## src/rtl/float_keystream_extractor_pkg.sv

```systemverilog
// Shared float definitions used by the adder stage and the keystream extractor.
// Holds the exponent classification constants and the key bit-slice layout.
package float_keystream_extractor_pkg;

  localparam logic [7:0] FLOAT_EXP_SPECIAL = 8'hFF;
  localparam logic [7:0] FLOAT_EXP_ZERO    = 8'h00;

  localparam int KEY_W       = 8;
  localparam int KEY_HI_LSB  = 15;
  localparam int KEY_MID_LSB = 7;
  localparam int KEY_LO_W    = 7;

  typedef struct packed {
    logic        sign;
    logic [7:0]  exp;
    logic [22:0] mant;
  } float32_t;

  // Inf/NaN and zero/denormal words carry no usable mantissa entropy.
  function automatic logic is_rejected(input float32_t f);
    return (f.exp == FLOAT_EXP_SPECIAL) || (f.exp == FLOAT_EXP_ZERO);
  endfunction

  function automatic logic [KEY_W-1:0] extract_key(input float32_t f);
    return f.mant[KEY_HI_LSB +: KEY_W]
         ^ f.mant[KEY_MID_LSB +: KEY_W]
         ^ {f.mant[0 +: KEY_LO_W], f.sign};
  endfunction

endpackage

```

## src/rtl/float_keystream_extractor_fifo.sv

```systemverilog
// keystream_fifo: DEPTH x 8 synchronous FIFO with a registered head byte.
// The head register is preloaded with the next entry so the read side has no memory-to-output path.
module keystream_fifo
  import float_keystream_extractor_pkg::*;
#(
  parameter int DEPTH = 4
) (
  input  logic                       clk,
  input  logic                       rst,
  input  logic                       push,
  input  logic [KEY_W-1:0]           wr_data,
  input  logic                       pop,
  output logic [KEY_W-1:0]           head,
  output logic [$clog2(DEPTH):0]     level,
  output logic                       full,
  output logic                       empty
);

  localparam int PTR_W = $clog2(DEPTH);
  localparam int LVL_W = PTR_W + 1;
  localparam logic [LVL_W-1:0] DEPTH_L = LVL_W'(DEPTH);
  localparam logic [LVL_W-1:0] ONE_L   = LVL_W'(1);

  logic [KEY_W-1:0] mem [DEPTH];
  logic [PTR_W-1:0] wr_ptr;
  logic [PTR_W-1:0] rd_ptr;
  logic [PTR_W-1:0] rd_ptr_inc;
  logic [LVL_W-1:0] level_q;
  logic [KEY_W-1:0] head_q;
  logic [KEY_W-1:0] head_nxt;
  logic             push_ok;
  logic             pop_ok;

  assign full    = (level_q == DEPTH_L);
  assign empty   = (level_q == '0);
  assign push_ok = push && !full;
  assign pop_ok  = pop && !empty;
  assign rd_ptr_inc = rd_ptr + PTR_W'(1);

  always_comb begin
    head_nxt = head_q;
    if (pop_ok) begin
      if (level_q == ONE_L) begin
        if (push_ok) head_nxt = wr_data;
      end else begin
        head_nxt = mem[rd_ptr_inc];
      end
    end else if (empty && push_ok) begin
      head_nxt = wr_data;
    end
  end

  always_ff @(posedge clk) begin
    if (push_ok) mem[wr_ptr] <= wr_data;
  end

  always_ff @(posedge clk) begin
    if (rst) begin
      wr_ptr  <= '0;
      rd_ptr  <= '0;
      level_q <= '0;
      head_q  <= '0;
    end else begin
      if (push_ok) wr_ptr <= wr_ptr + PTR_W'(1);
      if (pop_ok)  rd_ptr <= rd_ptr_inc;
      head_q <= head_nxt;
      unique case ({push_ok, pop_ok})
        2'b10:   level_q <= level_q + ONE_L;
        2'b01:   level_q <= level_q - ONE_L;
        default: level_q <= level_q;
      endcase
    end
  end

  assign head  = head_q;
  assign level = level_q;

endmodule

```

## src/rtl/float_keystream_extractor.sv

```systemverilog
// Turns adder-stage float words into keystream bytes for the pixel-XOR stage.
// Special and zero/denormal words are dropped and counted; the rest feed a small FIFO.
module float_keystream_extractor
  import float_keystream_extractor_pkg::*;
#(
  parameter int DEPTH = 4
) (
  input  logic                    clk,
  input  logic                    rst,
  input  logic                    in_valid,
  input  logic [31:0]             in_data,
  output logic                    in_ready,
  output logic                    key_valid,
  output logic [7:0]              key_byte,
  input  logic                    key_ready,
  output logic [$clog2(DEPTH):0]  level,
  output logic [15:0]             drop_count
);

  float32_t         in_word;
  logic             accept;
  logic             reject;
  logic             push;
  logic             pop;
  logic             fifo_full;
  logic             fifo_empty;
  logic [KEY_W-1:0] key;
  logic [15:0]      drop_q;

  assign in_word = in_data;
  assign accept  = in_valid && in_ready;
  assign reject  = accept && is_rejected(in_word);
  assign push    = accept && !is_rejected(in_word);
  assign key     = extract_key(in_word);

  assign in_ready  = !fifo_full;
  assign key_valid = !fifo_empty;
  assign pop       = key_valid && key_ready;

  keystream_fifo #(.DEPTH(DEPTH)) u_fifo (
    .clk     (clk),
    .rst     (rst),
    .push    (push),
    .wr_data (key),
    .pop     (pop),
    .head    (key_byte),
    .level   (level),
    .full    (fifo_full),
    .empty   (fifo_empty)
  );

  always_ff @(posedge clk) begin
    if (rst) begin
      drop_q <= '0;
    end else if (reject && (drop_q != 16'hFFFF)) begin
      drop_q <= drop_q + 16'd1;
    end
  end

  assign drop_count = drop_q;

endmodule

```

## config.mk

```make
export PLATFORM = sky130hd
export DESIGN_NAME = float_keystream_extractor
export DESIGN_NICKNAME = d
export VERILOG_FILES = /design/src/rtl/float_keystream_extractor_pkg.sv /design/src/rtl/float_keystream_extractor_fifo.sv /design/src/rtl/float_keystream_extractor.sv
export SDC_FILE = /design/constraint.sdc
export NUM_CORES = 1
export LEC_CHECK = 0
export ABC_AREA = 1
export CAP_MARGIN = 20
export CORE_ASPECT_RATIO = 1.5
export CORE_UTILIZATION = 50
export DETAILED_ROUTE_END_ITERATION = 7
export GPL_ROUTABILITY_DRIVEN = 0
export PLACE_DENSITY_LB_ADDON = 0.15
export RECOVER_POWER = 100
export SYNTH_ARGS = -nofsm -noshare
export SYNTH_HDL_FRONTEND = slang
export SYNTH_SLANG_ARGS = --single-unit
```

## constraint.sdc

```tcl
create_clock -name clk -period 4.3 [get_ports clk]
set_input_delay 0.43 -clock clk [delete_from_list [all_inputs] [get_ports clk]]
set_output_delay 0.43 -clock clk [all_outputs]
set_load 0.01 [all_outputs]
```

==> results.sh, run 1 <==
export IMPL_grt_use_met3_pct=5.26
export IMPL_grt_setup_unrepaired="false"
export IMPL_htree_levels=3
export IMPL_end_kind="register"
export IMPL_p_switching_w=0.000656
export IMPL_yosysTopAreaCell="edfxtp_1"
export IMPL_skew_ns=0.00980
export IMPL_switching_share_pct=35.6
export IMPL_synth_cell_type_count=26
export IMPL_ff2ff_setup_slack_ns=1.59
export IMPL_seq_area_frac_synth_pct=43.3
export IMPL_hold_buffers=0
export IMPL_yosys_area_top_type_share_pct=26.3
export IMPL_die_w_um=71.8
export IMPL_syn_area_um2=3650
export IMPL_hp_class="register to register"
export IMPL_rows=37
export IMPL_pwr_share_clk_pct=25.6
export IMPL_period_share_pct=63.0
export IMPL_cts_tree="yes"
export IMPL_clkSlewWorstSetupHoldPaths_ns=0.07
export IMPL_wirelength_um=8210
export IMPL_vias_per_cell=5.10
export IMPL_grt_pass1_wl_um=14000
export IMPL_async_reset_ff_share_pct=0
export IMPL_post_cts_setup_buffers=0
export IMPL_die_y_um=107
export IMPL_layout_drive_gt1_share_pct=7.76
export IMPL_antenna_found_initial=0
export IMPL_overflow=0
export IMPL_final_hold_viol_count=0
export IMPL_syn_num_nets=530
export IMPL_synth_ff_type="edfxtp_1"
export IMPL_ir_drop_mv=0.176
export IMPL_place_ws_ns=1.86
export IMPL_gr_usage_met2_pct=45.1
export IMPL_setup_viol=0
export IMPL_postSynthCellCount=484
export IMPL_arrival_ns=2.67
export IMPL_status="complete, no violations"
export IMPL_finalNonFillerCells=632
export IMPL_hold_path_depth=2
export IMPL_fmax_mhz=369
export IMPL_drc=0
export IMPL_wl_per_cell_um=13.0
export IMPL_met1_usage_pct=23.2
export IMPL_clockRootBuffer="clkbuf_8"
export IMPL_cp_start_kind="register"
export IMPL_placed_cell_area_um2=4310
export IMPL_r2r_cells=6
export IMPL_drv_slew=0
export IMPL_leakagePower_nw=2.02
export IMPL_synthToLayoutAreaGrowth_pct=21.0
export IMPL_dr_pass1_iters=4
export IMPL_tritoncts_num_sinks=63
export IMPL_seqPwrFrac_pct=41.2
export IMPL_ant_nets=0
export IMPL_start_util_pct=52.6
export IMPL_powerDensity_nw_per_um2=417
export IMPL_drtIter0Drc=96
export IMPL_critPathMaxFanout=10
export IMPL_worst_slack_ns=1.59
export IMPL_core_area_um2=6940
export IMPL_antenna_cells=0
export IMPL_path_cells="inv_1, ha_1, nand2_1, and2_0, nand3_1, nor2_1"
export IMPL_synth_seq_cells=63
export IMPL_drv_cap=0
export IMPL_clk_latency_ns=0.34
export IMPL_dieArea_um2=7650
export IMPL_critPathMaxStageDelay_ns=0.76
export IMPL_final_area_um2=4420
export IMPL_ys_warn_count=0
export IMPL_track_usage_pct=23.6
export IMPL_ys_top_cells_by_area="edfxtp_1 (26%), nand2_1 (19%), dfxtp_1 (17%)"
export IMPL_tightest_slew_ns=1.25
export IMPL_final_nets=595
export IMPL_critPathKind="register to register"
export IMPL_required_ns=4.26
export IMPL_hold_slack_ns=0.480
export IMPL_cts_buffers=9
export IMPL_synth_edf_count=32
export IMPL_maxSlewHeadroom_pct=16.4
export IMPL_num_vias=3225
export IMPL_n_fill_cell=631
export IMPL_pwr_share_comb_pct=33.2
export IMPL_top_usage_layer="met2"
export IMPL_avgSynthCellArea_um2=7.54
export IMPL_cts_resized=0
export IMPL_cts_buffer_depth=2
export IMPL_grt_max_degree=19
export IMPL_internal_power_w=0.00119
export IMPL_tns_ns=0
export IMPL_ios=65
export IMPL_cp_slowest_cell="nor2_1"
export IMPL_portBuffers=64
export IMPL_fin_crit_ns=2.71
export IMPL_grt_pass1_vias=3159
export IMPL_place_hpwl_um=5980
export IMPL_dpl_cell_count=616
cell families (layout without fill, tap and decap cells):
logic type      Yosys count  in the layout  share of synthesized area [%]
fa+ha+maj                10             10                           3.43
flops                    63             63                           43.3
xor+xnor                 11             11                           2.64
compound gates           41             41                           6.86
buf+inv                  73            143                           8.67
simple gates            286            286                           35.1
synthesized netlist by cell type, types with 5 or more instances:
cell      instances
nor2_1           36
ha_1             10
dfxtp_1          31
xor2_1            8
nand4_1           5
inv_1            62
a21oi_1          19
o21ai_0          10
nand3_1          35
edfxtp_1         32
nand2_1         180
nand2_2          14
a21oi_2          12
power by group through the flow:
| stage | sequential [W] | clock, W | combinational [W] |
|---|---|---|---|
| floorplan | 0.000779 | 0 | 0.000395 |
| global placement | 0.000774 | 0 | 0.000631 |
| detailed placement | 0.000775 | 0 | 0.000644 |
| CTS | 0.000762 | 0.000478 | 0.000647 |
| global route | 0.000768 | 0.000507 | 0.000695 |
| finish | 0.000759 | 0.000471 | 0.000611 |
final cells by class:
cell class | instances | area, um2 | share of cell area [%]
clock buffers | 11 | 153 | 3.46
clock inverters | 5 | 31.3 | 0.708
inverters | 62 | 233 | 5.27
multi-input cells | 348 | 1670 | 37.9
flip-flops and latches | 63 | 1580 | 35.8
well taps | 78 | 97.6 | 2.21
repair buffers | 65 | 648 | 14.7
registers in the layout (all words and copies together) (netlist names):
| signal | cells |
|---|---|
| u_fifo.mem | 32 |
| u_fifo.rd_ptr | 2 |
| u_fifo.level | 3 |
| u_fifo.wr_ptr | 2 |
| drop_count | 16 |
| u_fifo.head | 8 |
through the flow:
step / total power, W / util, %
final: 0.00184 / 63.6
after global routing: 0.00197 / 63.6
after CTS: 0.00189 / 64.7
after detailed placement: 0.00142 / 62.1
after global placement: 0.00141 / 62.1
after floorplan: 0.00117 / -
layout by cell type, fill, tap and decap left out, types with 14 or more instances in the layout:
cell,n
nand3_1,37
dfxtp_1,31
dlygate4sd3_1,37
edfxtp_1,32
nand2_2,14
a21oi_1,28
nor2_1,38
inv_1,62
nand2_1,181
clkdlybuf4s50_1,27
layer usage:
metal	vias up	part of all wire, %
met5	-	0
li1	1656	-
met3	23	3.6
met2	76	54
met1	1470	38
met4	0	4.2
final timing paths:
check	startpoint	endpoint
setup reg to reg	u_fifo.level[0]	u_fifo.mem[3][3]
setup / recovery	u_fifo.level[0]	u_fifo.mem[3][3]
hold / removal	u_fifo.head[7]	u_fifo.head[7]
hold reg to reg	u_fifo.head[7]	u_fifo.head[7]
critical path: cells and delay by family (launching register included):
family / cells / cell delay [ns]
adder cells (fa/ha/maj): 1 / 0.23
flip-flops: 1 / 0.38
AND/OR/NAND/NOR: 4 / 1.61
buffers and inverters: 1 / 0.10
No activity file was read; power rests on OpenSTA's default activity.
==> run 2, diff against run 1 <==
==> constraint.sdc (replaced) <==
create_clock -name clk -period 2.5 [get_ports clk]
set_input_delay 0.25 -clock clk [delete_from_list [all_inputs] [get_ports clk]]
set_output_delay 0.25 -clock clk [all_outputs]
set_load 0.01 [all_outputs]
==> run 2 against run 1 <==
  * Combinational power rose by 78%
  * Non-clock buffer count rose by 8
  * Final cell count up 1.3%
  * Global-route usage up 0.21 points
  * Die area did not move
  * Sequential cell count unchanged
  * Core utilization grew 1.3 points
  * Critical path depth up 1
  * Worst setup slack got worse by 1.4 ns
  * Sequential share of layout area decreased by 0.73 points
  * Cell area is 2.1% higher
  * Critical endpoint is now drop_count[14]
  * Largest cell class unchanged
==> results.sh, run 2 (synthesis gave the netlist of run 1 again) <==
export IMPL_fmax_mhz=442
export IMPL_grt_pass1_vias=3070
export IMPL_largest_register="u_fifo.mem"
export IMPL_portBuffers=64
export IMPL_layout_drive_gt1_share_pct=9.25
export IMPL_cts_buffers=9
export IMPL_rows=37
export IMPL_htree_levels=3
export IMPL_drtIter0Drc=193
export IMPL_cts_buffer_depth=2
export IMPL_register_area_um2=1580
export IMPL_final_util_pct=64.9
export IMPL_dr_pass1_iters=6
export IMPL_fin_crit_ns=2.26
export IMPL_rr_startpoint="drop_count[0]"
export IMPL_critPathMaxFanout=16
export IMPL_path_cells="ha_1, nand3_1, nor2_1, nand4_4, nand3_1, nand2_1, a21oi_2"
export IMPL_grt_max_degree=18
export IMPL_hp_class="register to register"
export IMPL_skew_ns=0.0109
export IMPL_r2r_cells=7
export IMPL_arrival_ns=2.54
export IMPL_end_kind="register"
export IMPL_maxSlewHeadroom_pct=56.0
export IMPL_core_area_um2=6940
export IMPL_hold_start="u_fifo.head[4]"
export IMPL_required_ns=2.78
export IMPL_critPathKind="register to register"
export IMPL_largest_reg_flops=32
export IMPL_layout_common_cells="nand2_1 (181), inv_1 (62), nand3_1 (40)"
export IMPL_start_util_pct=52.6
export IMPL_n_fill_cell=630
export IMPL_timing_critical_path_mode_cell="nand3_1"
export IMPL_clkSlewWorstSetupHoldPaths_ns=0.07
export IMPL_cts_resized=0
export IMPL_dieArea_um2=7650
export IMPL_ff2ff_setup_slack_ns=0.24
export IMPL_tns_ns=0
export IMPL_num_vias=3254
export IMPL_hold_path_depth=2
export IMPL_overflow=0
export IMPL_cp_slowest_cell="nand3_1"
export IMPL_tritoncts_num_sinks=63
export IMPL_final_common_cell="nand2_1"
export IMPL_status="complete, no violations"
export IMPL_critPathMaxStageDelay_ns=0.51
export IMPL_drv_cap=0
export IMPL_track_usage_pct=23.8
export IMPL_cts_tree="yes"
export IMPL_grt_pass1_wl_um=13800
export IMPL_clockRootBuffer="clkbuf_8"
export IMPL_critical_path_reg2reg_endpoint="drop_count[14]"
export IMPL_p_total_w=0.00329
export IMPL_cp_start_kind="register"
export IMPL_multiInputGateArea_um2=1700
export IMPL_worst_slack_ns=0.239
export IMPL_grt_setup_unrepaired="false"
export IMPL_post_cts_setup_buffers=0
export IMPL_drv_slew=0
export IMPL_die_w_um=71.8
export IMPL_antenna_found_initial=0
export IMPL_antenna_cells=0
export IMPL_leakagePower_nw=2.06
export IMPL_ios=65
export IMPL_setup_viol=0
export IMPL_final_nets=603
export IMPL_place_hpwl_um=6240
export IMPL_place_ws_ns=0.337
export IMPL_ant_nets=0
export IMPL_drc=0
export IMPL_die_y_um=107
export IMPL_hold_end="u_fifo.head[4]"
export IMPL_clk_latency_ns=0.35
export IMPL_tightest_slew_ns=0.658
export IMPL_wl_per_cell_um=13.2
export IMPL_synthToLayoutAreaGrowth_pct=23.5
export IMPL_hold_buffers=0
export IMPL_ir_drop_mv=0.386
export IMPL_final_hold_viol_count=0
export IMPL_vias_per_cell=5.08
export IMPL_wirelength_um=8470
export IMPL_powerDensity_nw_per_um2=730
export IMPL_period_share_pct=90.4
run 2: critical path: cells and delay by family, from the launching register on:
kind | cells | cell delay, ns
adders and majority gates | 1 | 0.28
and+or+nand+nor | 5 | 1.34
AOI/OAI and AO/OA | 1 | 0.16
DFF | 1 | 0.41
run 2: worst max-delay path by stage:
stage | from | end | slack, ns | cells past startpoint
after floorplan | u_fifo.level[0] | u_fifo.level[2] | 0.41 | 11
after global placement | u_fifo.level[0] | u_fifo.level[2] | 0.48 | 10
after detailed placement | u_fifo.level[0] | u_fifo.level[2] | 0.34 | 10
after CTS | u_fifo.level[0] | u_fifo.level[2] | 0.26 | 10
after global routing | drop_count[1] | drop_count[12] | 0.05 | 7
final | drop_count[0] | drop_count[14] | 0.24 | 7
run 2: area by class of cell:
class                   instances  area share, %
inverters                      62           5.16
repair buffers                 73           15.4
well taps                      78           2.16
clock buffers                  13           3.52
multi-input cells             348           37.7
clock inverters                 3          0.944
flip-flops and latches         63           35.1
run 2: where the power goes:
part / leakage (nW) / internal (W) / switching, W
combinational: 1.41 / 0.000423 / 0.000669
sequential: 0.549 / 0.00123 / 0.0000704
clock: 0.0996 / 0.000514 / 0.000387
total: 2.06 / 0.00216 / 0.00113
run 2: through the flow:
| stage | area, um2 | hold WS, ns | std cells |
|---|---|---|---|
| after floorplan | 3650 | 0.490 | 484 |
| after global placement | 4370 | 0.466 | 624 |
| after detailed placement | 4370 | 0.473 | 624 |
| after CTS | 4570 | 0.490 | 640 |
| after global routing | 4510 | 0.505 | 640 |
| final | 4510 | 0.481 | 640 |
run 2: metal layers:
| metal | vias to the layer above | global-route usage [%] | part of all wire [%] |
|---|---|---|---|
| met3 | 21 | 4.98 | 3.3 |
| li1 | 1675 | - | - |
| met2 | 63 | 45.0 | 56 |
| met1 | 1495 | 23.9 | 38 |
| met4 | 0 | 12.0 | 3.1 |
| met5 | - | 0 | 0 |
==> run 3, diff against run 2 <==
--- a/config.mk
+++ b/config.mk
@@ -11,8 +11,8 @@
 export CORE_UTILIZATION = 50
 export DETAILED_ROUTE_END_ITERATION = 7
 export GPL_ROUTABILITY_DRIVEN = 0
-export PLACE_DENSITY_LB_ADDON = 0.15
-export RECOVER_POWER = 100
+export PLACE_DENSITY = 0.78
+export RECOVER_POWER = 50
 export SYNTH_ARGS = -nofsm -noshare
 export SYNTH_HDL_FRONTEND = slang
 export SYNTH_SLANG_ARGS = --single-unit
==> run 3 against run 2 <==
  * Non-clock buffer count unchanged
  * Register-to-register slack gained 0.16 ns
  * First-iteration DRC count shrank 34%
  * Worst setup slack better by 0.16 ns
  * Combinational power is essentially flat
  * Final cell count unchanged
  * Sequential cell count unchanged
  * Worst hold slack got worse by 0.00073 ns
  * Sequential power hardly changed
  * Via count shrank 0.80%
  * Critical path type unchanged
  * Highest routed layer unchanged
==> results.sh, run 3 (synthesis gave the netlist of run 1 again) <==
export IMPL_hold_slack_ns=0.480
export IMPL_antenna_found_initial=0
export IMPL_portBuffers=64
export IMPL_ant_nets=0
export IMPL_maxSlewHeadroom_pct=64.1
export IMPL_seqPwrFrac_pct=40.8
export IMPL_cp_start_kind="register"
export IMPL_p_switching_w=0.00111
export IMPL_cts_buffer_depth=2
export IMPL_track_usage_pct=22.4
export IMPL_dieArea_um2=7650
export IMPL_antenna_cells=0
export IMPL_fmax_mhz=476
export IMPL_cts_buffers=9
export IMPL_layout_common_cells="nand2_1 (181), inv_1 (62), nor2_1 (36)"
export IMPL_grt_setup_unrepaired="false"
export IMPL_switching_share_pct=34.9
export IMPL_fin_crit_ns=2.10
export IMPL_grt_pass1_vias=3124
export IMPL_critPathKind="register to register"
export IMPL_tns_ns=0
export IMPL_leakagePower_nw=2.07
export IMPL_hp_class="register to register"
export IMPL_pwr_share_clk_pct=24.8
export IMPL_arrival_ns=2.32
export IMPL_end_kind="register"
export IMPL_die_w_um=71.8
export IMPL_skew_ns=0.00671
export IMPL_post_cts_setup_buffers=0
export IMPL_wirelength_um=7870
export IMPL_final_common_cell="nand2_1"
export IMPL_wl_per_cell_um=12.3
export IMPL_clkSlewWorstSetupHoldPaths_ns=0.07
export IMPL_place_hpwl_um=5990
export IMPL_dr_pass1_iters=4
export IMPL_hold_buffers=0
export IMPL_hold_path_depth=2
export IMPL_final_hold_viol_count=0
export IMPL_tritoncts_num_sinks=63
export IMPL_cts_tree="yes"
export IMPL_powerDensity_nw_per_um2=699
export IMPL_drv_cap=0
export IMPL_critPathMaxFanout=10
export IMPL_num_vias=3228
export IMPL_vias_per_cell=5.04
export IMPL_synthToLayoutAreaGrowth_pct=24.5
export IMPL_setup_viol=0
export IMPL_period_share_pct=84.0
export IMPL_grt_max_degree=18
export IMPL_layout_drive_gt1_share_pct=11.4
export IMPL_internal_power_w=0.00207
export IMPL_status="complete, no violations"
export IMPL_clk_latency_ns=0.34
export IMPL_htree_levels=3
export IMPL_largest_reg_flops=32
export IMPL_drv_slew=0
export IMPL_rows=37
export IMPL_drtIter0Drc=127
export IMPL_clockRootBuffer="clkbuf_8"
export IMPL_die_y_um=107
export IMPL_grt_pass1_wl_um=13200
export IMPL_ir_drop_mv=0.483
export IMPL_start_util_pct=52.6
export IMPL_overflow=0
export IMPL_core_area_um2=6940
export IMPL_cts_resized=0
export IMPL_required_ns=2.72
export IMPL_r2r_cells=10
export IMPL_ios=65
export IMPL_largest_register="u_fifo.mem"
export IMPL_tightest_slew_ns=0.538
export IMPL_pwr_share_comb_pct=34.4
export IMPL_final_nets=603
export IMPL_drc=0
## run 3: cell type report
class | instances | area (um2)
flip-flops and latches | 63 | 1580
multi-input cells | 348 | 1750
clock inverters | 3 | 17.5
clock buffers | 13 | 159
inverters | 62 | 233
fillers | 594 | 2400
repair buffers | 73 | 708
well taps | 78 | 97.6
## run 3: per-stage QoR
stage / setup slack (ns) / cells / total power, W / area [um2] / utilization (%)
floorplan: 0.414 / 484 / 0.00202 / 3650 / -
global placement: 0.479 / 624 / 0.00242 / 4370 / 63.0
detailed placement: 0.402 / 624 / 0.00245 / 4370 / 63.0
CTS: 0.386 / 640 / 0.00323 / 4550 / 65.5
global route: 0.221 / 640 / 0.00338 / 4550 / 65.5
finish: 0.399 / 640 / 0.00318 / 4550 / 65.5
## run 3: critical path: stages (launching register included)
cell and delay, ns:
dfxtp_1 0.37, inv_1 0.10, ha_1 0.22, nand2_1 0.08
and2_4 0.22, nand3_4 0.16, ha_1 0.38, nor2_1 0.11
o21ai_0 0.11, o21ai_0 0.18, a21oi_1 0.05
## run 3: path summary, 6_finish.rpt
path,start,endpoint,slack (ns)
worst max-delay path,u_fifo.level[0],u_fifo.level[2],0.40
worst max register to register,u_fifo.level[0],u_fifo.level[2],0.40
worst min register to register,u_fifo.head[6],u_fifo.head[6],0.48
worst min-delay path,u_fifo.head[6],u_fifo.head[6],0.48
## run 3: layer usage
metal  GRT usage [%]  vias up  wire length (um)
met2            43.1       72              4290
li1                -     1673                 -
met1            21.3     1458              2960
met4            13.3        0               326
met5               0        -                 0
met3            4.14       25               286
## run 3: power groups by stage
stage	registers, W	logic [W]	clock network (W)
after floorplan	0.00134	0.000680	0
after global placement	0.00132	0.00110	0
after detailed placement	0.00132	0.00112	0
after CTS	0.00130	0.00114	0.000794
after global routing	0.00131	0.00124	0.000832
final	0.00130	0.00109	0.000787
